--- config.mk ---
export PLATFORM = sky130hd
export DESIGN_NAME = scan_ctrl_flat
export DESIGN_NICKNAME = d
export VERILOG_FILES = /design/src/rtl/scan_ctrl_if.sv /design/src/rtl/scan_ctrl.sv /design/src/flat_wrapper.sv
export SDC_FILE = /design/constraint.sdc
export NUM_CORES = 1
export LEC_CHECK = 0
export CAP_MARGIN = 20
export CORE_MARGIN = 4
export CORE_UTILIZATION = 40
export CTS_BUF_LIST = sky130_fd_sc_hd__clkbuf_4
export DETAILED_ROUTE_END_ITERATION = 10
export SLEW_MARGIN = 0
export SYNTH_ARGS = -nofsm -noshare
export SYNTH_HDL_FRONTEND = slang
export SYNTH_SLANG_ARGS = --single-unit
--- constraint.sdc ---
create_clock -name clk -period 2.4 [get_ports clk]
set_clock_uncertainty 0.15 [all_clocks]
set_input_delay 0.24 -clock clk [delete_from_list [all_inputs] [get_ports clk]]
set_output_delay 0.24 -clock clk [all_outputs]
set_load 0.1 [all_outputs]
--- src/rtl/scan_ctrl_if.sv ---
// Bundle of scan enable (and optional blink request) inputs plus digit-drive outputs of scan_ctrl.
// blink_mask is present only when SCAN_CTRL_BLINK_EN is defined.
interface scan_ctrl_if;
   logic       en;
`ifdef SCAN_CTRL_BLINK_EN
   logic [7:0] blink_mask;
`endif
   logic [2:0] sel;
   logic [7:0] dig_n;
   logic       frame_tick;

`ifdef SCAN_CTRL_BLINK_EN
   modport master (output en, output blink_mask, input sel, input dig_n, input frame_tick);
   modport slave  (input en, input blink_mask, output sel, output dig_n, output frame_tick);
`else
   modport master (output en, input sel, input dig_n, input frame_tick);
   modport slave  (input en, output sel, output dig_n, output frame_tick);
`endif
endinterface

--- src/rtl/scan_ctrl.sv ---
// Time-multiplexed 8-digit 7-segment scan controller with per-slot blanking and a frame pulse.
// Optional digit blink is built when SCAN_CTRL_BLINK_EN is defined.
module scan_ctrl #(
   parameter int DIV_CNT      = 50000,
   parameter int BLANK_CYC    = 500,
   parameter int NUM_DIG      = 8,
   parameter int BLINK_FRAMES = 64
) (
   input logic        clk,
   input logic        rst,
   scan_ctrl_if.slave bus
);

   localparam int DW = (DIV_CNT > 1) ? $clog2(DIV_CNT) : 1;
   localparam int BW = (BLANK_CYC > 0) ? $clog2(BLANK_CYC + 1) : 1;
   localparam logic [DW-1:0] DIV_LAST   = DW'(DIV_CNT - 1);
   localparam logic [BW-1:0] BLANK_INIT = BW'(BLANK_CYC);
   localparam logic [2:0]    SEL_LAST   = 3'(NUM_DIG - 1);

   if (DIV_CNT < 2 || BLANK_CYC < 0 || BLANK_CYC > DIV_CNT - 2 ||
       NUM_DIG < 1 || NUM_DIG > 8 || BLINK_FRAMES < 1) begin : g_param_check
      $error("scan_ctrl: illegal parameter set");
   end

   logic [DW-1:0] div_q, div_d;
   logic [2:0]    sel_q, sel_d;
   logic [BW-1:0] blank_q, blank_d;
   logic [7:0]    dig_q, dig_d;
   logic          ft_q, ft_d;
   logic [7:0]    lit;
   logic          frame_wrap;

`ifdef SCAN_CTRL_BLINK_EN
   localparam int FW = (BLINK_FRAMES > 1) ? $clog2(BLINK_FRAMES) : 1;
   localparam logic [FW-1:0] FRM_LAST = FW'(BLINK_FRAMES - 1);

   logic [FW-1:0] frm_q, frm_d;
   logic          phase_q, phase_d;
`endif

   // Lit pattern for the current digit; blink forces it dark during the off phase.
   always_comb begin
      lit = ~(8'b1 << sel_q);
`ifdef SCAN_CTRL_BLINK_EN
      if (phase_q && bus.blink_mask[sel_q]) lit = 8'hFF;
`endif
   end

   always_comb begin
      div_d      = div_q;
      sel_d      = sel_q;
      blank_d    = blank_q;
      dig_d      = 8'hFF;
      ft_d       = 1'b0;
      frame_wrap = 1'b0;
      if (!bus.en) begin
         // Frozen scan: rearm the blank so resuming starts with a full guard.
         blank_d = BLANK_INIT;
      end else if (div_q == DIV_LAST) begin
         div_d      = '0;
         sel_d      = (sel_q == SEL_LAST) ? 3'd0 : sel_q + 3'd1;
         blank_d    = BLANK_INIT;
         frame_wrap = (sel_q == SEL_LAST);
         ft_d       = frame_wrap;
      end else begin
         div_d = div_q + 1'b1;
         if (blank_q != '0) blank_d = blank_q - 1'b1;
         else               dig_d   = lit;
      end
   end

`ifdef SCAN_CTRL_BLINK_EN
   always_comb begin
      frm_d   = frm_q;
      phase_d = phase_q;
      if (frame_wrap) begin
         if (frm_q == FRM_LAST) begin
            frm_d   = '0;
            phase_d = ~phase_q;
         end else begin
            frm_d = frm_q + 1'b1;
         end
      end
   end
`endif

   always_ff @(posedge clk) begin
      if (rst) begin
         div_q   <= '0;
         sel_q   <= 3'd0;
         blank_q <= BLANK_INIT;
         dig_q   <= 8'hFF;
         ft_q    <= 1'b0;
`ifdef SCAN_CTRL_BLINK_EN
         frm_q   <= '0;
         phase_q <= 1'b0;
`endif
      end else begin
         div_q   <= div_d;
         sel_q   <= sel_d;
         blank_q <= blank_d;
         dig_q   <= dig_d;
         ft_q    <= ft_d;
`ifdef SCAN_CTRL_BLINK_EN
         frm_q   <= frm_d;
         phase_q <= phase_d;
`endif
      end
   end

   assign bus.sel        = sel_q;
   assign bus.dig_n      = dig_q;
   assign bus.frame_tick = ft_q;

endmodule
--- src/flat_wrapper.sv ---
// flat-port wrapper written by rule: the top's interface ports become plain ports
module scan_ctrl_flat 
#(
   parameter int DIV_CNT      = 50000,
   parameter int BLANK_CYC    = 500,
   parameter int NUM_DIG      = 8,
   parameter int BLINK_FRAMES = 64
)
  (clk, rst, bus_en, bus_sel, bus_dig_n, bus_frame_tick);
  scan_ctrl_if bus_i ();
  input logic clk;
  input logic rst;
  input wire logic [$bits(bus_i.en)-1:0] bus_en;
  output wire logic [$bits(bus_i.sel)-1:0] bus_sel;
  output wire logic [$bits(bus_i.dig_n)-1:0] bus_dig_n;
  output wire logic [$bits(bus_i.frame_tick)-1:0] bus_frame_tick;
  assign bus_i.en = bus_en;
  assign bus_sel = bus_i.sel;
  assign bus_dig_n = bus_i.dig_n;
  assign bus_frame_tick = bus_i.frame_tick;
  scan_ctrl #(.DIV_CNT(DIV_CNT), .BLANK_CYC(BLANK_CYC), .NUM_DIG(NUM_DIG), .BLINK_FRAMES(BLINK_FRAMES)) u_core (.clk(clk), .rst(rst), .bus(bus_i));
endmodule
==> out/metrics.cfg <==
[power]
total_power_uw=990
ir_drop_mv=0.284
leakage_uw=0.000676
power_density_mw_per_mm2=518

[yosys]
synth_compound_area_frac=0.0742
ys_ff_latch=37
avgSynthCellArea_um2=9.44
yosys.area_share.simple=0.330
ys.flop_type=dfxtp_1
synth_edf_count=0
synth.area.mux_share=0
synth_cell_types=37
synthCells=177
synth_xor_area_frac=0.0629
async_flop_share=0
synth-adder-area-share=0.0599
synth_warnings=0
syn_nets=188
syn-cell-area_mm2=0.00167
synth_seq_area_share=0.443
synth_top_family_by_area=simple AND/OR/NAND/NOR gates

[critical_path]
cp.arrival_ps=2220
critPathMaxFanout=7
crit_type=flip-flop to flip-flop
critPathCaptureType=flip-flop
start_kind=flip-flop
cp.required_ps=2540

[finish]
drive_above_1_share=0.180
fillCellCount=383
areaGrowthSynthToFinish_pct=14.5
diodes=0
post-route-cell-area_mm2=0.00191
fin_nets=210
mostFrequentLayoutCells=dfxtp_1, nor2_1, buf_4, nand3_1, nand2_1
final_common_cell=dfxtp_1

[status]
status=finished, final reports clean

[cts]
clock_sinks=37
htree_levels=2
insertion_delay_ps=340
cts_resized=0
cts_tree=done
path_clk_slew_ps=110
cts-buffers-inserted=5
max-clock-path-buffers=2
cts_hold_buf=0
cts_setup_buffers=0
cts_root_buf=clkbuf_4

[timing]
setup_tns_ps=0
tightest_slew_ps=434
setup_viol=0
hold_viol_final=0
max_slew_margin=0.708
slew_viol_final=0
rsz0062_at_grt=false
min_period_ps=2080
min_period_over_period=0.865
max_freq_mhz=482

[routing]
wl_met2_mm=1.46
wl_per_cell_um=12.3
dr_wl_met3_um=137
route.detailed.drc=0
drt-initial-drc-count=40
viasPerCell=5.12
num_vias=1279
postRouteAntennaNets=0
routed_wl_mm=3.07
top_layer_used=met4
wl_met1_mm=1.41
first_pass_iters=4

[global_route]
antenna_found_initial=0
track_usage=0.133
grt_pass1_vias=1246
overflow=0
grt_pass1_wl_mm=5.51
grt_max_degree=14

[placement]
port_buffers=14
place_hpwl_mm=2.34
gp_congestion=0.776
postPlaceCellArea_mm2=0.00186

[floorplanning]
initial_utilization=0.415
core_area_mm2=0.00403
io_pins=15
die_area_mm2=0.00527
row_count=23
dieHeight_um=72.6
die_w_um=72.6

[hold_path]
hp-class=flip-flop to flip-flop

[job]
drv_cap=0

[final cells by class]
| type | instances | area (µm²) | area share |
|---|---|---|---|
| Tap cell | 50 | 62.6 | 0.0327 |
| Multi-Input combinational cell | 129 | 881 | 0.460 |
| Timing Repair Buffer | 19 | 148 | 0.0772 |
| Clock buffer | 6 | 45.0 | 0.0235 |
| Inverter | 7 | 26.3 | 0.0137 |
| Sequential cell | 37 | 741 | 0.387 |
| Clock inverter | 2 | 10.0 | 0.00523 |
[flip-flops by register name, indices dropped and copies added, names as in the netlist]
register               flops
u_core.blank_q             9
u_core.bus.dig_n           8
u_core.bus.frame_tick      1
u_core.bus.sel             3
u_core.div_q              16
[per-stage QoR]
| step | setup slack [ps] | util | hold WS (ps) | cells |
|---|---|---|---|---|
| after floorplan | 291 | - | 253 | 177 |
| after global placement | 137 | 0.461 | 325 | 242 |
| final | 324 | 0.475 | 351 | 250 |
| after CTS | 312 | 0.475 | 358 | 250 |
| after global routing | 182 | 0.475 | 390 | 250 |
| after detailed placement | 79.1 | 0.461 | 331 | 242 |
[final timing paths]
check / startpoint / endpoint / slack (ps) / cells past startpoint
worst max-delay path: u_core.div_q[11] / u_core.blank_q[6] / 320 / 4
worst min register to register: u_core.bus.sel[2] / u_core.bus.dig_n[6] / 350 / 1
worst max register to register: u_core.div_q[11] / u_core.blank_q[6] / 320 / 4
worst min-delay path: u_core.bus.sel[2] / u_core.bus.dig_n[6] / 350 / 1
[where the power goes]
group	switching (µW)	internal [µW]	leakage, µW
logic	22.7	19.8	0.000341
clock network	197	123	0.0000354
registers	7.06	621	0.000300
total	227	763	0.000676
[worst max-delay path, stage by stage, from the launching register on]
cell	delay, ps
dfxtp_1	380
or4b_4	590
nor4_4	450
or2_1	310
a221o_1	150
[Yosys cell counts (3+ instances only)]
library cell	n	area [µm²]
a211o_1	3	26.3
xnor2_1	8	70.1
nor3_1	8	40.0
nand3_1	13	65.1
nor4_1	3	18.8
o21ai_0	5	25.0
or3_1	6	37.5
dfxtp_1	37	741
inv_1	7	26.3
nand2b_1	4	25.0
a21oi_1	8	40.0
nand2_1	13	48.8
nor2_1	20	75.1
xor2_1	4	35.0
ha_1	8	100
[layer usage]
metal,vias to the layer above,GRT usage
met5,-,0
met4,0,0.0492
met3,6,0.0455
met2,19,0.222
met1,586,0.156
li1,668,-
[logic make-up after synthesis]
kind of cell / after synthesis
XOR/XNOR: 12
buffers and inverters: 11
flip-flops: 37
adder cells (fa/ha/maj): 8
AO/OA/AOI/OAI: 20
AND/OR/NAND/NOR: 89
(Power assumes the default switching activity.)
